### src/rtl/lcd_pkg.sv
// Shared types and helpers for the HD44780 responder: FSM states, instruction
// classes, DDRAM geometry and address-counter conversion.
package lcd_pkg;

    localparam int         DDRAM_DEPTH = 32;
    localparam logic [6:0] LINE2_BASE  = 7'h40;
    localparam logic [7:0] CHAR_SPACE  = 8'h20;

    typedef enum logic [1:0] {
        S_IDLE   = 2'd0,
        S_DECODE = 2'd1,
        S_CLEAR  = 2'd2
    } state_t;

    typedef enum logic [3:0] {
        OP_NONE    = 4'd0,
        OP_CLEAR   = 4'd1,
        OP_HOME    = 4'd2,
        OP_ENTRY   = 4'd3,
        OP_DISPLAY = 4'd4,
        OP_SHIFT   = 4'd5,
        OP_FUNC    = 4'd6,
        OP_CGRAM   = 4'd7,
        OP_DDRAM   = 4'd8
    } op_t;

    // Instruction class is chosen by the highest set bit of the command byte.
    function automatic op_t decode_instr(input logic [7:0] c);
        op_t op;
        op = OP_NONE;
        casez (c)
            8'b1???????: op = OP_DDRAM;
            8'b01??????: op = OP_CGRAM;
            8'b001?????: op = OP_FUNC;
            8'b0001????: op = OP_SHIFT;
            8'b00001???: op = OP_DISPLAY;
            8'b000001??: op = OP_ENTRY;
            8'b0000001?: op = OP_HOME;
            8'b00000001: op = OP_CLEAR;
            default:     op = OP_NONE;
        endcase
        return op;
    endfunction

    // Linear index 0..31 to the HD44780 address counter (line 2 starts at 0x40).
    function automatic logic [6:0] idx_to_ac(input logic [4:0] idx);
        return idx[4] ? (LINE2_BASE | {3'b000, idx[3:0]}) : {3'b000, idx[3:0]};
    endfunction

endpackage

### src/rtl/lcd_bus_sampler.sv
// Brings the asynchronous LCD bus into the clk domain and detects the edges of
// the enable strobe; rs/rw/data are reported from the same stage as e.
module lcd_bus_sampler #(
    parameter int SYNC_STAGES = 2
) (
    input  logic       clk,
    input  logic       rst_n,
    input  logic       e,
    input  logic       rs,
    input  logic       rw,
    input  logic [7:0] data,
    output logic       e_sync,
    output logic       rise_pulse,
    output logic       fall_pulse,
    output logic       rs_sync,
    output logic       rw_sync,
    output logic [7:0] data_sync
);

    logic [10:0] sync_q [SYNC_STAGES];
    logic        e_prev;

    always_ff @(posedge clk or negedge rst_n) begin
        if (!rst_n) begin
            for (int i = 0; i < SYNC_STAGES; i++) begin
                sync_q[i] <= '0;
            end
            e_prev <= 1'b0;
        end else begin
            sync_q[0] <= {e, rs, rw, data};
            for (int i = 1; i < SYNC_STAGES; i++) begin
                sync_q[i] <= sync_q[i-1];
            end
            e_prev <= sync_q[SYNC_STAGES-1][10];
        end
    end

    assign e_sync     = sync_q[SYNC_STAGES-1][10];
    assign rs_sync    = sync_q[SYNC_STAGES-1][9];
    assign rw_sync    = sync_q[SYNC_STAGES-1][8];
    assign data_sync  = sync_q[SYNC_STAGES-1][7:0];
    assign rise_pulse = e_sync & ~e_prev;
    assign fall_pulse = ~e_sync & e_prev;

endmodule

### src/rtl/lcd_hd44780_responder.sv
// Device end of an HD44780 16x2 parallel bus: decodes instructions and data
// writes into a 32-char DDRAM image, answers busy-flag/data reads, flags misuse.
module lcd_hd44780_responder
    import lcd_pkg::*;
#(
    parameter int BUSY_CMD_CYCLES = 80000,
    parameter int BUSY_OP_CYCLES  = 2500,
    parameter int SYNC_STAGES     = 2
) (
    input  logic       clk,
    input  logic       rst_n,
    input  logic       lcd_e,
    input  logic       lcd_rs,
    input  logic       lcd_rw,
    input  logic [7:0] lcd_data_in,
    output logic [7:0] lcd_data_out,
    output logic       lcd_data_oe,
    input  logic [4:0] rd_addr,
    output logic [7:0] rd_char,
    output logic       busy,
    output logic [4:0] ddram_addr,
    output logic       display_on,
    output logic       frame_done,
    output logic       err_busy_wr,
    output logic       err_bad_addr
);

    localparam int BUSY_MAX = (BUSY_CMD_CYCLES > BUSY_OP_CYCLES) ? BUSY_CMD_CYCLES : BUSY_OP_CYCLES;
    localparam int CNT_W    = $clog2(BUSY_MAX + 1);
    localparam logic [CNT_W-1:0] LOAD_CMD = CNT_W'(BUSY_CMD_CYCLES - 1);
    localparam logic [CNT_W-1:0] LOAD_OP  = CNT_W'(BUSY_OP_CYCLES - 1);

    logic       e_s, rise, fall, s_rs, s_rw;
    logic [7:0] s_data;

    lcd_bus_sampler #(
        .SYNC_STAGES(SYNC_STAGES)
    ) u_sampler (
        .clk       (clk),
        .rst_n     (rst_n),
        .e         (lcd_e),
        .rs        (lcd_rs),
        .rw        (lcd_rw),
        .data      (lcd_data_in),
        .e_sync    (e_s),
        .rise_pulse(rise),
        .fall_pulse(fall),
        .rs_sync   (s_rs),
        .rw_sync   (s_rw),
        .data_sync (s_data)
    );

    logic [7:0]       ddram [DDRAM_DEPTH];
    state_t           state;
    logic [4:0]       clr_idx;
    logic             cmd_rs;
    logic [7:0]       cmd_data;
    logic             incr;
    logic [CNT_W-1:0] busy_cnt;

    op_t        op;
    logic       accept, start_busy, long_busy;
    logic       set_valid;
    logic [4:0] set_idx;

    function automatic logic [4:0] step_addr(input logic [4:0] a, input logic up);
        return up ? a + 5'd1 : a - 5'd1;
    endfunction

    // Function set bypasses the busy check so the init sequence can run
    // back-to-back, and it never restarts the busy window.
    always_comb begin
        op         = decode_instr(cmd_data);
        accept     = 1'b0;
        start_busy = 1'b0;
        long_busy  = 1'b0;
        if (state == S_DECODE) begin
            accept     = !busy || (!cmd_rs && op == OP_FUNC);
            start_busy = accept && (cmd_rs || op != OP_FUNC);
            long_busy  = !cmd_rs && (op == OP_CLEAR || op == OP_HOME);
        end
        set_valid = (cmd_data[6:4] == 3'b000) || (cmd_data[6:4] == 3'b100);
        set_idx   = {cmd_data[6], cmd_data[3:0]};
    end

    always_ff @(posedge clk or negedge rst_n) begin
        if (!rst_n) begin
            busy     <= 1'b0;
            busy_cnt <= '0;
        end else if (start_busy) begin
            busy     <= 1'b1;
            busy_cnt <= long_busy ? LOAD_CMD : LOAD_OP;
        end else if (busy) begin
            if (busy_cnt == '0) begin
                busy <= 1'b0;
            end else begin
                busy_cnt <= busy_cnt - CNT_W'(1);
            end
        end
    end

    always_ff @(posedge clk or negedge rst_n) begin
        if (!rst_n) begin
            state        <= S_IDLE;
            for (int i = 0; i < DDRAM_DEPTH; i++) begin
                ddram[i] <= CHAR_SPACE;
            end
            clr_idx      <= '0;
            cmd_rs       <= 1'b0;
            cmd_data     <= '0;
            incr         <= 1'b1;
            ddram_addr   <= '0;
            display_on   <= 1'b0;
            frame_done   <= 1'b0;
            err_busy_wr  <= 1'b0;
            err_bad_addr <= 1'b0;
            lcd_data_out <= '0;
            lcd_data_oe  <= 1'b0;
            rd_char      <= '0;
        end else begin
            frame_done  <= 1'b0;
            rd_char     <= ddram[rd_addr];
            lcd_data_oe <= e_s & s_rw;
            // Read data is frozen at the rising edge of e so it stays stable while e is high.
            if (rise) begin
                lcd_data_out <= s_rs ? ddram[ddram_addr] : {busy, idx_to_ac(ddram_addr)};
            end
            if (fall && !s_rw && state != S_IDLE) begin
                err_busy_wr <= 1'b1;
            end

            case (state)
                S_IDLE: begin
                    if (fall) begin
                        if (s_rw) begin
                            if (s_rs) begin
                                ddram_addr <= step_addr(ddram_addr, incr);
                            end
                        end else begin
                            cmd_rs   <= s_rs;
                            cmd_data <= s_data;
                            state    <= S_DECODE;
                        end
                    end
                end

                S_DECODE: begin
                    state <= S_IDLE;
                    if (!accept) begin
                        err_busy_wr <= 1'b1;
                    end else if (cmd_rs) begin
                        ddram[ddram_addr] <= cmd_data;
                        ddram_addr        <= step_addr(ddram_addr, incr);
                        if (ddram_addr == 5'd31) begin
                            frame_done <= 1'b1;
                        end
                    end else begin
                        case (op)
                            OP_DDRAM: begin
                                if (set_valid) begin
                                    ddram_addr <= set_idx;
                                end else begin
                                    err_bad_addr <= 1'b1;
                                end
                            end
                            OP_SHIFT: begin
                                if (!cmd_data[3]) begin
                                    ddram_addr <= step_addr(ddram_addr, cmd_data[2]);
                                end
                            end
                            OP_DISPLAY: display_on <= cmd_data[2];
                            OP_ENTRY:   incr       <= cmd_data[1];
                            OP_HOME:    ddram_addr <= '0;
                            OP_CLEAR: begin
                                clr_idx <= '0;
                                state   <= S_CLEAR;
                            end
                            default: ;
                        endcase
                    end
                end

                S_CLEAR: begin
                    ddram[clr_idx] <= CHAR_SPACE;
                    clr_idx        <= clr_idx + 5'd1;
                    if (clr_idx == 5'd31) begin
                        ddram_addr <= '0;
                        incr       <= 1'b1;
                        state      <= S_IDLE;
                    end
                end

                default: state <= S_IDLE;
            endcase
        end
    end

endmodule
### config.mk
export PLATFORM = sky130hd
export DESIGN_NAME = lcd_hd44780_responder
export DESIGN_NICKNAME = d
export VERILOG_FILES = /design/src/rtl/lcd_pkg.sv /design/src/rtl/lcd_bus_sampler.sv /design/src/rtl/lcd_hd44780_responder.sv
export SDC_FILE = /design/constraint.sdc
export NUM_CORES = 1
export LEC_CHECK = 0
export CAP_MARGIN = 5
export CORE_MARGIN = 2
export CORE_UTILIZATION = 50
export CTS_BUF_LIST = sky130_fd_sc_hd__clkbuf_8
export DETAILED_ROUTE_END_ITERATION = 10
export GPL_ROUTABILITY_DRIVEN = 1
export HOLD_SLACK_MARGIN = 0.08
export PLACE_DENSITY = 0.72
export SKIP_LAST_GASP = 1
export SLEW_MARGIN = 20
export SYNTH_ARGS = -nofsm -noshare
export SYNTH_HDL_FRONTEND = slang
export SYNTH_SLANG_ARGS = --single-unit
export TNS_END_PERCENT = 1
### constraint.sdc
create_clock -name clk -period 3.1 [get_ports clk]
set_clock_uncertainty 0.1 [all_clocks]
set_input_delay 0.62 -clock clk [delete_from_list [all_inputs] [get_ports clk]]
set_output_delay 0.62 -clock clk [all_outputs]
set_load 0.03 [all_outputs]
==> reports/summary.md <==
The total stage count of the critical path was 1. The mean area per synthesized cell was 10.3 µm². Fill cells in the final layout number 3492. The via count of the first global-routing pass is 17500. After detailed routing, the number of remaining DRC violations is 0.

In this run, distinct cell masters in the synthesized netlist total 82. The number of register bits inferred by synthesis works out to 340. Of the synthesized area, sequential elements account for 41.1%.

Across all hold checks on the routed design, the worst slack comes to 241 ps. Clock-pin slew was measured on the worst setup and hold paths at 60 ps. The worst vdd rail ir drop was 0.430 mV. The number of antenna violations at the first check in global routing is 5. The critical path in this run is classified as register to output port. In this run the clock root is driven by a sky130_fd_sc_hd__clkbuf_8. The tools report the clock network fraction of design power as 26.0%. By count the netlist is led by sky130_fd_sc_hd__dfrtp_1 (307), sky130_fd_sc_hd__nand2_1 (273), sky130_fd_sc_hd__o21ai_0 (268), sky130_fd_sc_hd__mux2i_1 (205), sky130_fd_sc_hd__mux4_2 (132). Headroom to the max-slew limit came out at 44.5%. Registers are responsible for 33.5% of the overall power.

For the die area, the log shows 43300 µm². The net switching power was 7540 µW. The share of the clock period used by the worst path works out to 99.8%.

In this run the power density over the cells is 780 nW/µm². The area growth from synthesis to layout is 12.8%. The vertical die dimension was 208 µm; the met2 capacity usage during global routing was 50.8%. Of the post-synthesis cell area, the dominant cell type holds 36.9%. The run gives 0 as the count of buffers added by post-CTS timing repair for setup. Setup repair after global routing left no endpoint under its margin. The sequential cells in the finished layout cover a total of 8560 µm². The tools report the static power due to leakage as 0.00968 µW. The run gives 0 as the total count of max-transition violations in the final report.

Routability-driven placement finished with a final weighted congestion of 1.05. The count of non-filler cells in the finished layout is 2639. The worst hold-check path type was register to register.

The number of flops mapped to enable cells by yosys came out at 0. The synthesized design spends more area on one cell type than any other, namely sky130_fd_sc_hd__dfrtp_1. After detailed routing, the number of vias per cell comes to 6.78. Counting every instance in the synthesized netlist gives 2025. The count of antenna-violating nets left after detailed routing is 0, and the setup slack after layout is 5.59 ps. Counting cells, the worst reg-to-reg path comes to 6. At the pin with the least slew margin, the transition time is 830 ps.

During synthesis, Yosys emitted a total of 0 warnings. The run gives 0 as the total congestion overflow after global routing. Input and output buffers added on the ports amount to 44.

The top flip-flop cell by instance count after synthesis was sky130_fd_sc_hd__dfrtp_1. The proportion of register bits with asynchronous set or reset after synthesis was 100%. The die is 208 µm wide. In the final layout, the share of cells above drive strength 1 is 19.9%. In this run, the number of DRC markers left after iteration 0 of detailed routing was 2318.

At the worst endpoint, the arrival time is 2370 ps. The switching share of total power works out to 41.2%. Entering global routing, the biggest net connects 153 pins. The number of iterations in the first detailed-routing pass is 6, and the buffer levels on the longest clock path is 3. The final sum of negative setup slack is 0 ps, and the average wire per standard cell is 28.0 µm. TritonCTS created 59 clock buffers. The max-cap check violation count was 0. The total count of hold-check failures in the final report was 0. The worst hold path was traced through 0 stages. The count of buffering cells on the critical path with inverters included is 1, and the global routing usage on met1 is 45.7%.

The clock sink total was 340; the largest stage delay on the critical path was 860 ps. TritonCTS built the clock tree. The core region is 40900 µm². After synthesis, the cell types taking the most area are sky130_fd_sc_hd__dfrtp_1 (37%), sky130_fd_sc_hd__mux4_2 (14%), sky130_fd_sc_hd__mux2i_1 (9.9%). The tools report the total number of nets in the final design as 2091. The clock period minus worst slack is 3090 ps, and the multi-input combinational cell area is 11400 µm².

STA classifies the critical path startpoint as a register. The run finished with clean final reports. Counting every net in the synthesized netlist gives 2059.

The maximum fanout along the worst path came out at 17. The type of destination of the critical path was an output port. For this design, the slowest cell found on the critical path is sky130_fd_sc_hd__dfrtp_1.

The total via count in the routed design is 17900. At the placement stage, the worst setup path has a slack of 441 ps. Static timing analysis puts the maximum clock frequency at 323 MHz. Setup violations remaining at the end of the flow were counted as 0. The tools report the post-synthesis instance area as 20800 µm². Part of the power in combinational logic: 40.5%. The total instance count after detailed placement is 2527. The final layout contains routed wiring with a total length of 73900 µm.

The first global-routing pass estimated 112000 µm of wire. Walking the worst path, the cells encountered are clkdlybuf4s50_1. The clock latency of the later-clocked register in the worst-skew pair is 690 ps. For the worst setup path, the data required time is 2380 ps. Among all cell types in the netlist, the one instantiated most often is sky130_fd_sc_hd__dfrtp_1. In this run the number of H-tree levels came out at 2.

45 I/O pins were placed. The gate family responsible for the most delay along the worst path is flip-flops. The combined global-route utilization of all metal layers was 34.5%. In the global route stage, met3 resource usage came out at 9.12%. The design draws 18300 µW. Internal power comes to 10800 µW. Once the floorplan was initialized, standard cells occupied 50.9% of the core.

Summed over all nets, the half-perimeter wirelength after detailed placement is 52400 µm. The busiest layer in global routing is met2. The tools report the total number of placement rows as 74.
==> cell type report <==
cell class | count | share of cell area (%)
clock buffer | 78 | 4.57
antenna | 1 | 0.0107
tap | 532 | 2.83
inverter | 24 | 0.384
clock inverter | 32 | 1.28
sequential | 340 | 36.4
multi-input combinational | 1484 | 48.7
timing repair buffer | 148 | 5.79
==> per-layer routing <==
layer	wire length (µm)	part of all wire [%]
met1	27400	37
met3	8620	12
met5	32	0.043
met2	32500	44
met4	5340	7.2
==> power by group through the flow <==
stage	Sequential, µW	Combinational (µW)	Clock, µW
after floorplan	5730	5060	0
after global placement	6120	7050	0
after detailed placement	6140	7220	0
after CTS	6080	7250	4830
after global routing	6190	7930	5030
final	6130	7420	4770
==> cell families after synthesis <==
| family | synth area share (%) |
|---|---|
| buffers and inverters | 4.15 |
| adders and majority gates | 0.961 |
| DFF | 41.1 |
| and+or+nand+nor | 13.1 |
| AOI/OAI and AO/OA | 15.1 |
| xor gates and xnor gates | 0.294 |
| muxes | 25.3 |
==> cells in the final DEF (no fill, tap or decap), types with 18 or more instances in the layout <==
cell type	instances
sky130_fd_sc_hd__dfrtp_1	303
sky130_fd_sc_hd__nand2_1	273
sky130_fd_sc_hd__a21oi_1	122
sky130_fd_sc_hd__clkdlybuf4s50_1	41
sky130_fd_sc_hd__mux2_2	22
sky130_fd_sc_hd__inv_1	40
sky130_fd_sc_hd__nor3_1	61
sky130_fd_sc_hd__nor2b_1	18
sky130_fd_sc_hd__buf_4	93
sky130_fd_sc_hd__nand3_1	22
sky130_fd_sc_hd__nand2b_1	41
sky130_fd_sc_hd__mux4_2	132
sky130_fd_sc_hd__dfstp_2	33
sky130_fd_sc_hd__clkbuf_8	78
sky130_fd_sc_hd__o21ai_0	268
sky130_fd_sc_hd__nor2_1	47
sky130_fd_sc_hd__mux2i_1	205
==> per-stage QoR <==
| stage | utilization (%) | instance area (µm²) |
|---|---|---|
| 2_1_floorplan | - | 20800 |
| 3_3_place_gp | 54.0 | 22100 |
| 3_5_place_dp | 54.0 | 22100 |
| 4_1_cts | 57.4 | 23500 |
| 5_1_grt | 57.4 | 23500 |
| 6_report | 57.4 | 23500 |
==> sequential cells by signal (all words and copies together) (netlist names), 8 cells and up <==
signal,flops
cmd_data,8
u_sampler.sync_q,11
ddram,256
busy_cnt,17
u_sampler.data_sync,8
lcd_data_out,8
rd_char,8
==> worst paths after layout <==
path	start	end	slack, ps
max	ddram_addr[3]	ddram_addr[3]	6
max in group asynchronous	rst_n	ddram[237]	1510
min	u_sampler.sync_q[20]	u_sampler.rs_sync	240
max reg2reg	ddram_addr[3]	ddram[193]	320
min reg2reg	u_sampler.sync_q[20]	u_sampler.rs_sync	240
min in group asynchronous	rst_n	ddram[4]	410
==> what timing repair did <==
item | CTS | global route
hold buffers | 1 | 0
hold endpoints to repair | 58 | 0
endpoints found under the setup margin | 1 | 0
resized for setup | 1 | 0
Power figures use the tool's default switching activity.
